File: src/rtl/subleq_mem_pkg.sv
// Shared op encodings and FSM state type for the subleq memory.
package subleq_mem_pkg;

  localparam logic [1:0] OP_READ  = 2'd0;
  localparam logic [1:0] OP_WRITE = 2'd1;
  localparam logic [1:0] OP_SUBW  = 2'd2;
  localparam logic [1:0] OP_RSVD  = 2'd3;

  typedef enum logic [1:0] {
    CLEAR = 2'd0,
    IDLE  = 2'd1,
    MOD   = 2'd2,
    RSP   = 2'd3
  } state_t;

endpackage

File: src/rtl/subleq_ram_array.sv
// Single-port storage: synchronous write, registered read (old data on a same-cycle write).
module subleq_ram_array #(
  parameter int DW    = 8,
  parameter int AW    = 8,
  parameter int DEPTH = 256
) (
  input  logic          clk,
  input  logic          we,
  input  logic [AW-1:0] addr,
  input  logic [DW-1:0] wdata,
  output logic [DW-1:0] rdata
);

  localparam int IW = (DEPTH > 1) ? $clog2(DEPTH) : 1;

  logic [DW-1:0] mem [DEPTH];

  always_ff @(posedge clk) begin
    if (we) mem[addr[IW-1:0]] <= wdata;
    rdata <= mem[addr[IW-1:0]];
  end

endmodule

File: src/rtl/subleq_mem.sv
// Subleq memory front end: request/response handshakes, atomic SUBW with "<= 0" flag,
// and optional zero-fill of the array after reset.
module subleq_mem
  import subleq_mem_pkg::*;
#(
  parameter int DW             = 8,
  parameter int AW             = 8,
  parameter int DEPTH          = 256,
  parameter bit CLEAR_ON_RESET = 1'b1
) (
  input  logic          clk,
  input  logic          rst_n,
  input  logic          req_valid,
  output logic          req_ready,
  input  logic [1:0]    req_op,
  input  logic [AW-1:0] req_addr,
  input  logic [DW-1:0] req_wdata,
  output logic          rsp_valid,
  input  logic          rsp_ready,
  output logic [DW-1:0] rsp_data,
  output logic          rsp_leq,
  output logic          rsp_err,
  output logic          busy
);

  localparam logic [AW:0] DEPTH_X = (AW+1)'(DEPTH);
  localparam logic [AW:0] LAST    = (AW+1)'(DEPTH - 1);

  function automatic logic is_leq(input logic signed [DW-1:0] v);
    return v[DW-1] | (v == '0);
  endfunction

  state_t state, state_nx;

  logic [AW:0]          clr_cnt;
  logic                 rd_q, err_q;
  logic [AW-1:0]        addr_q;
  logic signed [DW-1:0] wdata_q, res_q, diff;
  logic [DW-1:0]        rdata;
  logic                 mem_we;
  logic [AW-1:0]        mem_addr;
  logic [DW-1:0]        mem_wdata;
  logic                 accept, req_err;

  assign accept  = (state == IDLE) && req_valid;
  assign req_err = ({1'b0, req_addr} >= DEPTH_X) || (req_op == OP_RSVD);
  assign diff    = $signed(rdata) - wdata_q;

  always_comb begin
    state_nx  = state;
    mem_we    = 1'b0;
    mem_addr  = addr_q;
    mem_wdata = wdata_q;
    case (state)
      CLEAR: begin
        mem_we    = 1'b1;
        mem_addr  = clr_cnt[AW-1:0];
        mem_wdata = '0;
        if (clr_cnt == LAST) state_nx = IDLE;
      end
      IDLE: begin
        // WRITE commits on the acceptance edge; every other op only reads here.
        mem_addr  = req_addr;
        mem_wdata = req_wdata;
        if (req_valid) begin
          mem_we   = (req_op == OP_WRITE) && !req_err;
          state_nx = ((req_op == OP_SUBW) && !req_err) ? MOD : RSP;
        end
      end
      MOD: begin
        mem_we    = 1'b1;
        mem_wdata = diff;
        state_nx  = RSP;
      end
      RSP: begin
        if (rsp_ready) state_nx = IDLE;
      end
      default: state_nx = IDLE;
    endcase
  end

  // p0: control state, reset asynchronously
  always_ff @(posedge clk or negedge rst_n) begin
    if (!rst_n) begin
      state   <= CLEAR_ON_RESET ? CLEAR : IDLE;
      clr_cnt <= '0;
      rd_q    <= 1'b0;
      err_q   <= 1'b0;
    end else begin
      state <= state_nx;
      if (state == CLEAR) clr_cnt <= clr_cnt + 1'b1;
      if (accept) begin
        rd_q  <= (req_op == OP_READ);
        err_q <= req_err;
      end
    end
  end

  // p0: request datapath capture; p1: SUBW result
  always_ff @(posedge clk) begin
    if (accept) begin
      addr_q  <= req_addr;
      wdata_q <= req_wdata;
      res_q   <= req_wdata;
    end else if (state == MOD) begin
      res_q <= diff;
    end
  end

  subleq_ram_array #(
    .DW    (DW),
    .AW    (AW),
    .DEPTH (DEPTH)
  ) u_array (
    .clk   (clk),
    .we    (mem_we),
    .addr  (mem_addr),
    .wdata (mem_wdata),
    .rdata (rdata)
  );

  // READ data comes straight from the array register, which keeps re-reading addr_q in RSP.
  assign req_ready = (state == IDLE);
  assign busy      = (state != IDLE);
  assign rsp_valid = (state == RSP);
  assign rsp_err   = (state == RSP) && err_q;
  assign rsp_data  = ((state == RSP) && !err_q) ? (rd_q ? rdata : DW'(res_q)) : '0;
  assign rsp_leq   = (state == RSP) && !err_q && is_leq(rsp_data);

endmodule

File: config.mk
export PLATFORM = sky130hd
export DESIGN_NAME = subleq_mem
export DESIGN_NICKNAME = d
export VERILOG_FILES = /design/src/rtl/subleq_mem_pkg.sv /design/src/rtl/subleq_ram_array.sv /design/src/rtl/subleq_mem.sv
export SDC_FILE = /design/constraint.sdc
export NUM_CORES = 2
export LEC_CHECK = 0
export ABC_CLOCK_PERIOD_IN_PS = 13700
export CAP_MARGIN = 20
export CORE_ASPECT_RATIO = 1.75
export CORE_MARGIN = 5
export CORE_UTILIZATION = 50
export CTS_CLUSTER_DIAMETER = 30
export CTS_CLUSTER_SIZE = 10
export DETAILED_ROUTE_END_ITERATION = 16
export PLACE_DENSITY = 0.75
export SYNTH_ARGS = -nofsm -noshare
export SYNTH_HDL_FRONTEND = slang
export SYNTH_HIERARCHICAL = 1
export SYNTH_SLANG_ARGS = --single-unit
export TNS_END_PERCENT = 5
File: constraint.sdc
create_clock -name clk -period 13.7 [get_ports clk]
set_clock_uncertainty 0.2 [all_clocks]
set_input_delay 4.11 -clock clk [delete_from_list [all_inputs] [get_ports clk]]
set_output_delay 4.11 -clock clk [all_outputs]
set_load 0.005 [all_outputs]
# After elaboration in Yosys (flattened, before gate mapping)
# Memory sizes are Yosys's and may differ from the RTL's. A register that Yosys moved wholly into a read port is not among the register bits.
# Index checks and enable logic that the tools add are counted.
# totals
reg_bits	37
latch_bits	0
ramBits	2048
rom_bits	0
input_bits	22
out_inout_bits	13
elab_cells	51
n_memories	1
# op_classes
n_addsub	2
n_mul	0
div_mod_pow	0
magnitude_cmp	0
eq_ne	11
shift	0
mux	15
n_bitwise	1
reduce_logical	14
# memory_table
name	words	width	read_ports	rd_clocked_by_memory_dff	wr	line	rtl
u_array.mem	256	8	1	1	1	subleq_ram_array.sv:16	logic [DW-1:0] mem [DEPTH];
# op_table
op	n
2-to-1 mux 8 bit	4
one-hot mux 8 bit (3 select lines)	1
one-hot mux 8 bit (2 select lines)	1
adder 9 x 1 -> 9 bit, second input constant	1
== test 9 x 8 -> 1 bit, second input constant	1
== test 2 bit, second input constant	4
logical NOT 8 bit	1
one-hot mux 2 bit (4 select lines)	1
subtractor 8 bit	1
logical AND 1 bit	6
2-to-1 mux 2 bit	3
== test 2 x 1 -> 1 bit, second input constant	2
logical NOT 2 bit	2
2-to-1 mux 1 bit	4
inequality test 2 x 1 -> 1 bit, second input constant	2
inequality test 2 bit, second input constant	2
AND reduction 3 bit	1
logical NOT 1 bit	2
one-hot mux 1 bit (2 select lines)	1
nonzero test 2 bit	1
OR reduction 2 bit	1
OR 1 bit	1

# Depth between registers and ports, before layout
# depth
depth_word	7
mapped_depth	16
mapped_depth_nobuf	10

# Hierarchy
# The synthesis kept the hierarchy.
# modules_own_cells
module	instances	cells_each	area_each_um2	seq_area_each_um2
subleq_ram_array	1	3547	78492.8	61659.1
subleq_mem	1	243	2356.0	1046.0

# Worst setup path after synthesis
# OpenSTA, ideal clock, no wires.
# synth_timing
path_kind	input -> register
from	input req_wdata[0]
to	memory u_array.mem[0][0] (data pin)
setup_time_ns	2.187
arrival_time_ns	14.093
t_required_ns	11.313
setup_slack_ns	-2.780
cell_stages	2
path_buffers	0
cell_sequence	a22oi_1 -> o21ai_0
# synth_via
elab_chain_cells	1
# synth_rtl
item	line	rtl
start: declaration	subleq_mem.sv:17	input logic [DW-1:0] req_wdata,
one-hot mux 8 bit (3 select lines)	subleq_mem.sv:54	case (state)
named net mem_wdata[0]	subleq_mem.sv:42	logic [DW-1:0] mem_wdata;
end: declaration	subleq_ram_array.sv:16	
# The timed path passes the listed nets, and every way through them passes these cells.

# Final worst setup path
# layout_timing
from	input req_addr[0]
to	register u_array.rdata[6] (read register of u_array.mem)
# layout_via
elab_chain_cells	1
# layout_rtl
item	line	rtl
start: declaration	subleq_mem.sv:16	input logic [AW-1:0] req_addr,
one-hot mux 8 bit (2 select lines)	subleq_mem.sv:54	
named net mem_addr[0]	subleq_mem.sv:41	logic [AW-1:0] mem_addr;
end: declaration	subleq_ram_array.sv:11	output logic [DW-1:0] rdata
# The timed path passes the listed nets, and every way through them passes these cells.
# A chain may end at the register's enable or synchronous reset.

==> results.yml <==
routing:
  viasPerCell: 6.496
  drt_iter0_drc: 4377
  post_drt_wl_per_cell_um: 31.86
  dr.pass1.iters: 6
  totalWireLength_um: 194500
  drc: 0
  detail-route-antenna-nets: 0
  vias: 39660
cells_and_area:
  layout_common_cells: "edfxtp_1 (2,072), mux4_2 (512), a22oi_1 (265)"
  final_nets: 3979
  final-instance-count-excl-fill: 6105
  drive_above_1_share: 0.2319
  area_growth_pct: 12.08
  nFillCells: 11270
  final_common_cell: "edfxtp_1"
  utilization: 0.5627
power:
  ir_drop_v: 0.0002973
  power_density_nw_per_um2: 255.2
  p_seq_frac: 0.387
  switching_share: 0.3475
  cellLeakagePower_nw: 27.85
  switching_power_w: 0.008036
  p_clk_frac: 0.243
  p_comb_frac: 0.371
  intPower_w: 0.01509
global_route:
  grt_max_degree: 197
  grt_pass1_wl_um: 284300
  antenna_found_initial: 1
  grt_pass1_vias: 41870
  grt_busiest_layer: "met2"
  grt_usage: 0.2275
  gr-total-overflow: 0
  grt_util_met3: 0.03707
  grt_util_met2: 0.4141
  use_met1: 0.2471
yosys:
  synth_top_area_share: 0.7696
  synth-seq-area-share: 0.7756
  ys_types: 51
  synth_largest_area_cell: "edfxtp_1"
  ys_ff_latch: 2093
  synth_top_cells_by_area: "edfxtp_1 (77%), mux4_2 (14%), a22oi_1 (2.5%)"
  dominantRegCellSynth: "edfxtp_1"
  yosysWarnings: 6
  synthCells: 3790
  syn_area_per_cell_um2: 21.33
  synth-async-reset-ratio: 0.006211
  syn_area_um2: 80850
  synth_edf_count: 2072
  syn_nets: 3828
floorplan:
  coreArea_um2: 161000
  ios: 35
  dieArea_um2: 170200
  dieWidth_um: 314.0
  rows: 195
  start_util: 0.5021
  fp.dieH_um: 542.0
clock_network:
  cts_root_buffer: "clkbuf_16"
  numCtsBuffers: 244
  clk_latency_ps: 850
  cts_tree: "yes"
  clk_pin_slew_ps: 50
  cts_buffer_depth: 4
  cts.repair.resized: 0
  cts_setup_buffers: 0
  clock_sinks: 2093
  htreeDepth: 4
  post_cts_hold_buffer_count: 0
placed_design:
  dp_cells: 5761
  io_buffers: 34
  place_ws_ps: 4133
  place_congestion: 0.8408
  dp_hpwl_um: 115100
timing:
  setup_viol: 0
  fin_crit_sh: 0.6362
  finalMaxSlewViolations: 0
  min_period_ps: 8715
  setup_tns_ps: 0
  setup_ws_ps: 4985
  tightest_slew_ps: 1298
  hold_viol: 0
  rsz0062_at_grt: "no"
  fmax_ghz: 0.1147
  slew_headroom: 0.1349
status:
  outcome: "completed"
critical_path:
  worstPathArrival_ps: 9180
  required_ps: 14160
  timing_worst_setup_path_type: "primary input to flop"
  startpoint_type: "primary input"
  crit_path_end_kind: "flop"
  critPathMaxFanout: 95
hold_path:
  hp-class: "flop to flop"
flow_run:
  max_cap_viol_count: 0
-- cell usage after synthesis, drive strengths merged (8+ instances only) --
master / number
nor2: 257
mux4: 512
nor2b: 8
nor3: 31
nand4: 12
o41ai: 32
clkbuf: 151
a21oi: 141
dfrtp: 13
edfxtp: 2072
a22oi: 265
ha: 15
nand3: 17
inv: 19
mux2i: 11
dfxtp: 8
nand2b: 9
buf: 91
o21ai: 13
nand2: 61
-- metal layers --
metal | part of all wire | routed length (µm) | vias up
li1 | - | - | 16140
met4 | 0.074 | 14430 | 0
met2 | 0.54 | 105300 | 2178
met5 | 0 | 0 | -
met1 | 0.31 | 60160 | 20750
met3 | 0.075 | 14610 | 595
-- power by group through the flow --
stage | registers (W) | logic [W] | clock network [W]
global placement | 0.00903 | 0.00823 | 0
global route | 0.00894 | 0.00897 | 0.00596
detailed placement | 0.00904 | 0.00848 | 0
finish | 0.00894 | 0.00857 | 0.00561
floorplan | 0.00962 | 0.00553 | 0
CTS | 0.00892 | 0.00856 | 0.00568
-- critical path: stages --
cell and delay [ps]:
clkdlybuf4s50_1 510, a22oi_1 130, nand2_4 500, buf_12 510, buf_12 620, mux4_2 610
a22oi_1 500, a21oi_1 270, o41ai_2 960, nand4_1 170
-- cells by family (layout without fill, tap and decap cells) --
logic type                 count (synthesis)  after routing  synth area share
DFF                                     2093           2093            0.7756
muxes                                    527            527            0.1445
AOI/OAI and AO/OA                        466            466           0.03919
and+or+nand+nor                          416            416           0.02185
buffers and inverters                    261            507           0.01490
adders and majority gates                 16             16          0.002569
xor gates and xnor gates                  11             11          0.001362
other                                      0              1                 0
-- metrics by stage --
stage | power (W) | cell area (µm²) | hold slack [ps]
2_1_floorplan | 0.01515 | 80850 | 254.7
3_3_place_gp | 0.01726 | 83660 | 275.9
3_5_place_dp | 0.01753 | 83870 | 278.0
4_1_cts | 0.02316 | 90600 | 290.7
5_1_grt | 0.02388 | 90620 | 306.3
6_report | 0.02313 | 90620 | 289.4
-- final timing paths --
kind / from / endpoint / slack [ps] / depth (start not counted)
worst min register to register: clr_cnt[5] / clr_cnt[5] / 290 / 1
min in group asynchronous: rst_n / clr_cnt[4] / 3480 / 1
worst min-delay path: clr_cnt[5] / clr_cnt[5] / 290 / 1
worst max register to register: state[0] / u_array/rdata[6] / 7250 / 12
max in group asynchronous: rst_n / clr_cnt[8] / 9400 / 1
worst max-delay path: req_addr[0] / u_array/rdata[6] / 4980 / 10
-- flip-flops by register name, indices dropped and copies added, names as in the netlist --
signal	cells
addr_q	8
clr_cnt	9
err_q	1
rd_q	1
res_q	8
state	2
u_array/mem	2048
u_array/rdata	8
wdata_q	8
-- area by class of cell --
cell class	instances	area [µm²]	share of cell area
multi-input cells	1436	17190	0.1897
inverters	19	71.32	0.0007870
well taps	2068	2587	0.02855
diodes	1	2.502	0.00002761
flip-flops and latches	2093	62710	0.6920
repair buffers	147	1328	0.01465
clock inverters	22	229.0	0.002527
clock buffers	319	6502	0.07176
(Power assumes the default switching activity.)
